===== src/rtl/game_state_ctrl.sv =====
// game_state_ctrl: synchronises active-low start/dead and runs the TITLE/PLAY/RESPAWN/OVER game FSM.
// Optional pause is enabled with `define GAME_PAUSE_EN. State and outputs update 2 edges after an input edge is sampled.
// No backpressure: events are edge-triggered, and a fall that arrives while it is ignored is dropped.
module game_state_ctrl #(
    parameter int LIVES          = 3,
    parameter int LIVES_W        = 2,
    parameter int RESPAWN_FRAMES = 60,
    parameter int OVER_FRAMES    = 180,
    parameter int TIMER_W        = 8
) (
    input  logic               clk,
    input  logic               reset,
    input  logic               start,
    input  logic               dead,
    input  logic               frame_tick,
    output logic               status,
    output logic [2:0]         state,
    output logic [LIVES_W-1:0] lives,
    output logic               run_en,
    output logic               game_over
);

    localparam logic [2:0] S_TITLE   = 3'd0;
    localparam logic [2:0] S_PLAY    = 3'd1;
    localparam logic [2:0] S_RESPAWN = 3'd2;
    localparam logic [2:0] S_OVER    = 3'd3;
    localparam logic [2:0] S_PAUSE   = 3'd4;

    localparam logic [LIVES_W-1:0] LIVES_INIT   = LIVES_W'(LIVES);
    localparam logic [LIVES_W-1:0] LIVES_ONE    = LIVES_W'(1);
    localparam logic [TIMER_W-1:0] RESPAWN_LOAD = TIMER_W'(RESPAWN_FRAMES);
    localparam logic [TIMER_W-1:0] OVER_LOAD    = TIMER_W'(OVER_FRAMES);
    localparam logic [TIMER_W-1:0] TIMER_ONE    = TIMER_W'(1);

    logic start_s1_q, start_s2_q, start_dly_q;
    logic dead_s1_q,  dead_s2_q,  dead_dly_q;
    logic start_fall, dead_fall;

    logic [2:0]         state_q, state_d;
    logic [LIVES_W-1:0] lives_q, lives_d;
    logic [TIMER_W-1:0] timer_q, timer_d;
    logic               status_q, status_d;
    logic               run_en_q, run_en_d;
    logic               game_over_q, game_over_d;

    // Synchronisers preset high (inactive) so reset release never looks like a press.
    always_ff @(posedge clk or negedge reset) begin
        if (!reset) begin
            start_s1_q  <= 1'b1;
            start_s2_q  <= 1'b1;
            start_dly_q <= 1'b1;
            dead_s1_q   <= 1'b1;
            dead_s2_q   <= 1'b1;
            dead_dly_q  <= 1'b1;
        end else begin
            start_s1_q  <= start;
            start_s2_q  <= start_s1_q;
            start_dly_q <= start_s2_q;
            dead_s1_q   <= dead;
            dead_s2_q   <= dead_s1_q;
            dead_dly_q  <= dead_s2_q;
        end
    end

    assign start_fall = start_dly_q & ~start_s2_q;
    assign dead_fall  = dead_dly_q  & ~dead_s2_q;

    always_comb begin
        state_d = state_q;
        lives_d = lives_q;
        timer_d = timer_q;
        case (state_q)
            S_TITLE: begin
                if (start_fall) begin
                    state_d = S_PLAY;
                    lives_d = LIVES_INIT;
                end
            end
            S_PLAY: begin
                // Death outranks a simultaneous start press.
                if (dead_fall) begin
                    if (lives_q > LIVES_ONE) begin
                        state_d = S_RESPAWN;
                        lives_d = lives_q - LIVES_ONE;
                        timer_d = RESPAWN_LOAD;
                    end else begin
                        state_d = S_OVER;
                        lives_d = '0;
                        timer_d = OVER_LOAD;
                    end
                end
`ifdef GAME_PAUSE_EN
                else if (start_fall) begin
                    state_d = S_PAUSE;
                end
`endif
            end
            S_RESPAWN: begin
                if (frame_tick) begin
                    if (timer_q <= TIMER_ONE) begin
                        state_d = S_PLAY;
                        timer_d = '0;
                    end else begin
                        timer_d = timer_q - TIMER_ONE;
                    end
                end
            end
            S_OVER: begin
                lives_d = '0;
                if (frame_tick) begin
                    if (timer_q <= TIMER_ONE) begin
                        state_d = S_TITLE;
                        timer_d = '0;
                    end else begin
                        timer_d = timer_q - TIMER_ONE;
                    end
                end
            end
`ifdef GAME_PAUSE_EN
            S_PAUSE: begin
                if (start_fall) begin
                    state_d = S_PLAY;
                end
            end
`endif
            default: begin
                state_d = S_TITLE;
                lives_d = '0;
                timer_d = '0;
            end
        endcase
    end

    // Flag outputs are derived from the next state so they change on the same edge as state.
    always_comb begin
        status_d    = (state_d == S_TITLE) || (state_d == S_PLAY) || (state_d == S_PAUSE);
        run_en_d    = (state_d == S_PLAY);
        game_over_d = (state_d == S_OVER) && (state_q != S_OVER);
    end

    always_ff @(posedge clk or negedge reset) begin
        if (!reset) begin
            state_q     <= S_TITLE;
            lives_q     <= '0;
            timer_q     <= '0;
            status_q    <= 1'b1;
            run_en_q    <= 1'b0;
            game_over_q <= 1'b0;
        end else begin
            state_q     <= state_d;
            lives_q     <= lives_d;
            timer_q     <= timer_d;
            status_q    <= status_d;
            run_en_q    <= run_en_d;
            game_over_q <= game_over_d;
        end
    end

    assign state     = state_q;
    assign lives     = lives_q;
    assign status    = status_q;
    assign run_en    = run_en_q;
    assign game_over = game_over_q;

endmodule


===== config.mk =====
export PLATFORM = sky130hd
export DESIGN_NAME = game_state_ctrl
export DESIGN_NICKNAME = d
export VERILOG_FILES = /design/src/rtl/game_state_ctrl.sv
export SDC_FILE = /design/constraint.sdc
export NUM_CORES = 1
export LEC_CHECK = 0
export ABC_AREA = 0
export ABC_CLOCK_PERIOD_IN_PS = 1580
export CAP_MARGIN = 15
export CORE_ASPECT_RATIO = 2
export CORE_MARGIN = 4
export CORE_UTILIZATION = 40
export DETAILED_ROUTE_END_ITERATION = 12
export GPL_TIMING_DRIVEN = 0
export MAX_ROUTING_LAYER = met4
export REMOVE_ABC_BUFFERS = 1
export SLEW_MARGIN = 20
export SYNTH_ARGS = -nofsm -noshare
export SYNTH_HDL_FRONTEND = slang
export SYNTH_SLANG_ARGS = --single-unit

===== constraint.sdc =====
create_clock -name clk -period 1.58 [get_ports clk]
set_input_delay 0.316 -clock clk [delete_from_list [all_inputs] [get_ports clk]]
set_output_delay 0.316 -clock clk [all_outputs]
set_load 0.01 [all_outputs]

==> flow_summary.ini, run 1 <==
[logic_synthesis]
synth_ff_type = dfrtp_1
sequential_share_of_the_synthesized_area_pct = 50.17
async_flop_share_pct = 100.0
synthMostInstantiatedCell = dfrtp_1
post_synthesis_adder_cell_area_fraction_pct = 2.245
ys_ff_latch = 22
yosysTopAreaCell = dfrtp_1
netlist-cell-type-count = 43
share_of_synthesized_area_spent_on_multiplexers_pct = 2.020
synth-xor-area-share_pct = 0
syn-cell-area_um2 = 1115
synthesis.instances = 103
netlist_top_cells_count = 15 x dfrtp_1, 8 x nor2_1, 7 x a21oi_1, 7 x dfstp_2
synth_top_family_by_area = simple AND/OR/NAND/NOR gates
synth_compound_area_share_pct = 19.98
synth-simple-area-share_pct = 21.10
post_synth_main_area_contributors = dfrtp_1 34%, dfstp_2 16%, a21oi_1 3.1%
number_of_enable_flip_flop_cells_after_synthesis = 0
yosys.area.top_type_share_pct = 33.67
avgSynthCellArea_um2 = 10.82
synth_warnings = 0

[die]
ioPinCount = 13
core_region_area_um2 = 2603
fp.dieW_um = 45.33
core.rowCount = 26
initial_utilization_pct = 42.84
design.die.area_um2 = 3747
vertical_extent_of_the_die_um = 82.66

[job]
maxCapViolCount = 0

[power]
worst_ir_drop_vdd_mv = 0.6183
power_density_nw_per_um2 = 982.1
p_leak_nw = 0.5980

[route]
postRouteAntennaNets = 0
post_drt_via_cell_ratio = 5.872
drt_first_iter_violations = 43
route.vias.total = 916
drc_errors = 0
first_pass_iters = 4
detail_route.wirelength_um = 2434
routedWlPerCell_um = 15.60

[layout]
antenna_cells = 0
multiInputGateArea_um2 = 564.3
area_growth_syn_to_layout_pct = 30.53
fillers = 243
final_core_util_pct = 55.91
final-seq-area_um2 = 565.5
post-route-cell-area_um2 = 1455
post_route_cells_drive_above_1_share_pct = 41.41
number_of_nets_in_the_layout = 136

[sta]
hold_viol = 6
finalHoldWorstSlack_ps = -3.143
setup-violations-final = 1
drv_slew = 0
fmaxAchievable_ghz = 0.6285
post-route-worst-setup-slack_ps = -11.11
post-route-min-period_ps = 1591
setup_repair_after_global_routing_missed_its_margin = yes
period_share_pct = 100.7
fin_worst_skew_ps = 1.320

[placed_design]
hpwl_detailed_um = 1660
port_buffers = 12
finalWeightedCongestion = 0.8343
placed_cell_area_um2 = 1239
preCtsSetupSlack_ps = -384.4

[critical_path]
reg2regPathDepth = 6
worstSetupStartpointType = flip-flop
worst-setup-path-type = reg2reg
cp_data_required_time_ps = 1780
launch_instance_of_the_worst_register_to_register_path = timer_q[0]
critical_path_arrival_ps = 1790
endpoint_kind = flip-flop
worst_reg2reg_setup_slack_ps = -10
timing.rr.end = timer_q[1]
crit_path_max_fanout = 6
worstSetupStartpoint = timer_q[0]

[clock_network]
clockBufferDepth = 2
clockRootBuffer = clkbuf_8
cts.sink_count = 22
numCtsBuffers = 3
clk-insertion-delay-late_ps = 270
clock_tree.htree_level_count = 1
cts_tree = done
clk_transition_reported_paths_ps = 80

[grt]
grt_max_degree = 23
gr-total-overflow = 0
via_count_of_the_first_global_routing_pass = 934
global_route_wire_length_before_repair_um = 4105
grt_antenna_before_repair = 0
grt_util_all_layers_pct = 15.63

[status]
status = complete, but fails checks
failed_checks = negative hold slack, negative setup slack

[worst_hold_path]
timing.hold.worst.class = in2async
==> cells by family after synthesis <==
family	after synthesis
muxes	2
other	1
and+or+nand+nor	37
AOI/OAI and AO/OA	31
buffers and inverters	8
DFF	22
adders and majority gates	2
==> flip-flops by register name, summed over array words and instances (netlist names) <==
name and flops:
dead_dly_q 1, dead_s1_q 1, dead_s2_q 1, game_over 1, lives 2, run_en 1
start_dly_q 1, start_s1_q 1, start_s2_q 1, state 3, status 1, timer_q 8
==> worst max path at each step <==
stage	endpoint	slack, ps	depth (start not counted)
global route	timer_q[1]	-80	6
global placement	timer_q[0]	-380	5
detailed placement	timer_q[0]	-380	5
finish	timer_q[1]	-10	6
CTS	timer_q[1]	-40	6
floorplan	timer_q[1]	-40	6
==> layout by cell type, fill, tap and decap left out, types with 2 or more instances in the layout <==
cell              n
nand4_1           2
nor4_1            2
or2_2             2
nor3_1            2
nand2b_1          3
dfrtp_2           5
mux2_2            2
a31oi_1           2
clkbuf_8          3
o22ai_1           3
a21oi_1           7
clkdlybuf4s50_1  10
o21ai_2           2
o21ai_1           3
nand2_1           2
dfstp_2           7
nor2_1            7
dfrtp_1          10
nor3_2            2
o22a_1            2
inv_1             2
a22o_1            2
inv_2             2
buf_4            12
nor2b_1           3
==> layout make-up <==
cell class | count | area share, %
sequential | 22 | 38.86
multi-input combinational | 74 | 38.78
timing repair buffer | 24 | 14.02
clock buffer | 3 | 2.837
tap | 28 | 2.408
clock inverter | 1 | 2.064
inverter | 4 | 1.032
==> what timing repair did <==
item | CTS | global route
hold endpoints to repair | 0 | 0
pin swaps | 1 | 2
cloned | 1 | 0
setup endpoints to repair | 14 | 11
resized for setup | 14 | 7
buffers inserted | 6 | 6
hold buffers | 0 | 0
==> where the power goes <==
part	internal, mW	leakage, nW	switching (mW)
Clock	0.339	0.0357	0.186
Combinational	0.132	0.297	0.124
Sequential	0.607	0.266	0.0413
==> layer usage <==
layer	part of all wire (%)	up-vias	track usage [%]
li1	-	433	-
met1	35	457	15.01
met2	58	16	27.70
met3	3.4	10	1.952
met4	3.8	0	10.56
met5	0	-	-
==> stage by stage <==
step | std cells | power [mW] | TNS, ps
after global placement | 139 | 0.8665 | -2313
after detailed placement | 139 | 0.8752 | -2334
after floorplan | 99 | 0.7853 | -70.76
after CTS | 150 | 1.426 | -38.48
after global routing | 156 | 1.498 | -329.8
final | 156 | 1.429 | -11.11
==> critical path, stage by stage (launching register included) <==
cell and delay (ps):
dfrtp_1 390, inv_2 70, ha_4 180, or2_4 250
a31o_4 250, or3_1 330, o21ai_2 60
No activity file was read; power rests on OpenSTA's default activity.
==> run 2, diff against run 1 <==
--- a/config.mk
+++ b/config.mk
@@ -12,6 +12,7 @@
 export CORE_MARGIN = 4
 export CORE_UTILIZATION = 40
 export DETAILED_ROUTE_END_ITERATION = 12
+export GPL_ROUTABILITY_DRIVEN = 0
 export GPL_TIMING_DRIVEN = 0
 export MAX_ROUTING_LAYER = met4
 export REMOVE_ABC_BUFFERS = 1
==> results of run 2 <==
Same layout as run 1: the final DEF is identical, and so are final timing and power.
==> run 3, diff against run 2 <==
--- a/config.mk
+++ b/config.mk
@@ -6,15 +6,15 @@
 export NUM_CORES = 1
 export LEC_CHECK = 0
 export ABC_AREA = 0
-export ABC_CLOCK_PERIOD_IN_PS = 1580
+export ABC_CLOCK_PERIOD_IN_PS = 1660
 export CAP_MARGIN = 15
-export CORE_ASPECT_RATIO = 2
 export CORE_MARGIN = 4
-export CORE_UTILIZATION = 40
+export CORE_UTILIZATION = 45
 export DETAILED_ROUTE_END_ITERATION = 12
 export GPL_ROUTABILITY_DRIVEN = 0
 export GPL_TIMING_DRIVEN = 0
 export MAX_ROUTING_LAYER = met4
+export PLACE_DENSITY = 0.66
 export REMOVE_ABC_BUFFERS = 1
 export SLEW_MARGIN = 20
 export SYNTH_ARGS = -nofsm -noshare
==> constraint.sdc (replaced) <==
create_clock -name clk -period 1.66 [get_ports clk]
set_input_delay 0.332 -clock clk [delete_from_list [all_inputs] [get_ports clk]]
set_output_delay 0.332 -clock clk [all_outputs]
set_load 0.01 [all_outputs]
==> flow_summary.ini, run 3 (synthesized netlist as in run 1, its figures left out) <==
[status]
status = completed

[die]
design.die.area_um2 = 3338
ioPinCount = 13
initial_utilization_pct = 48.98
fp.dieW_um = 57.78
vertical_extent_of_the_die_um = 57.78
core_region_area_um2 = 2276
core.rowCount = 17

[route]
post_drt_via_cell_ratio = 5.955
drt_first_iter_violations = 16
route.vias.total = 923
top_signal_layer_used = met4
dr_wl_met3_um = 159
drc_errors = 0
first_pass_iters = 4
met2_wirelength_um = 1202
detail_route.wirelength_um = 2412
postRouteAntennaNets = 0
routedWlPerCell_um = 15.56
routedLengthMet1_um = 1025

[placed_design]
hpwl_detailed_um = 1526
port_buffers = 12

[layout]
antenna_cells = 0
post_route_cells_drive_above_1_share_pct = 37.01
final_core_util_pct = 63.88
number_of_nets_in_the_layout = 135
largest_reg_flops = 8
area_growth_syn_to_layout_pct = 30.41
layout.cells.most_common = dfrtp_1
registers.top_by_ff_count = timer_q
layout_common_cells = 12 x dfrtp_1, 10 x clkdlybuf4s50_1, 9 x buf_4, 8 x nor2_1

[grt]
grt_antenna_before_repair = 0
gr-total-overflow = 0
grt_util_all_layers_pct = 16.73
grt_max_degree = 23
via_count_of_the_first_global_routing_pass = 952
global_route_wire_length_before_repair_um = 4284

[sta]
tightestPinTransition_ps = 952.8
drv_slew = 0
fmaxAchievable_ghz = 0.6053
post-route-min-period_ps = 1652
setup_repair_after_global_routing_missed_its_margin = yes
hold_viol = 0
timing.slew.headroom_pct = 36.28
setup-violations-final = 0
period_share_pct = 99.51
setup_tns_ps = 0
fin_worst_skew_ps = 2.137

[power]
clkPwrFrac_pct = 31.8
power_density_nw_per_um2 = 878.3
worst_ir_drop_vdd_mv = 0.6056
sw_frac_of_total_pct = 25.41
p_seq_share_pct = 48.1
p_leak_nw = 0.5967
net-switching-power_mw = 0.3244
power_report.internal_total_mw = 0.9525
share_comb_of_total_power_pct = 20.1

[job]
maxCapViolCount = 0

[clock_network]
numCtsBuffers = 3
hold_buffers = 0
cts_tree = done
clockRootBuffer = clkbuf_4
cts.sink_count = 22
clockBufferDepth = 2
clk-insertion-delay-late_ps = 310
clk_transition_reported_paths_ps = 120
clock_tree.htree_level_count = 1

[critical_path]
reg2regPathDepth = 6
launch_instance_of_the_worst_register_to_register_path = timer_q[0]
cp_data_required_time_ps = 1910
worst-setup-path-type = reg2reg
timing.rr.end = timer_q[1]
crit_path_max_fanout = 5
worstSetupStartpointType = flip-flop
worst_reg2reg_setup_slack_ps = 8
endpoint_kind = flip-flop
critical_path_arrival_ps = 1900

[worst_hold_path]
timing.hold.worst.class = reg2reg
hold_depth = 0
hold_path.startpoint = dead_s1_q
holdPathEnd = dead_s2_q
run 3: how the worst max path moves through the flow:
stage               startpoint          to  slack (ps)  cells after the start
CTS                   state[2]  timer_q[0]           8                      5
finish              timer_q[0]  timer_q[1]           8                      6
detailed placement  frame_tick  timer_q[0]        -330                      5
global placement    frame_tick  timer_q[0]        -300                      5
global route        timer_q[1]    state[0]         -40                      6
floorplan           timer_q[0]  timer_q[1]          40                      6
run 3: power by group through the flow:
stage	Clock, mW	Sequential, mW	Combinational, mW
2_1_floorplan	0	0.631	0.117
3_3_place_gp	0	0.631	0.194
3_5_place_dp	0	0.633	0.199
4_1_cts	0.417	0.612	0.240
5_1_grt	0.441	0.619	0.284
6_report	0.406	0.614	0.257
run 3: layout make-up:
class	count	area, µm²
clock buffer	3	22.52
clock inverter	1	30.03
fill	179	822.0
inverter	4	15.01
multi-input combinational	74	568.0
sequential	22	563.0
tap	28	35.03
timing repair buffer	23	220.2
run 3: critical path: stages, from the launching register on:
cell and delay (ps):
dfrtp_1 410, buf_6 130, ha_4 140, or2_4 270, a31o_4 250, or3_1 330
o21ai_2 60
run 3: layer usage:
| layer | GRT usage (%) | up-vias |
|---|---|---|
| met5 | - | - |
| met2 | 26.45 | 33 |
| met3 | 3.341 | 4 |
| li1 | - | 429 |
| met1 | 20.56 | 457 |
| met4 | 7.616 | 0 |
run 3: stage by stage:
| stage | setup WS, ps | instances | power (mW) | hold WS (ps) | instance area, µm² |
|---|---|---|---|---|---|
| floorplan | 40.85 | 99 | 0.7475 | 36.41 | 1084 |
| finish | 8.052 | 155 | 1.277 | 363.9 | 1454 |
| CTS | 7.617 | 151 | 1.269 | 365.2 | 1408 |
| global route | -40.97 | 155 | 1.345 | 369.2 | 1454 |
| detailed placement | -326.2 | 139 | 0.8315 | 347.0 | 1239 |
| global placement | -301.9 | 139 | 0.8246 | 345.8 | 1239 |
run 3: repair_timing:
| action | 4_1_cts | 5_1_grt |
|---|---|---|
| setup endpoints to repair | 14 | 10 |
| gates cloned | 1 | 0 |
| setup buffers | 7 | 4 |
| pin swaps | 1 | 2 |
| gates resized for setup | 13 | 7 |
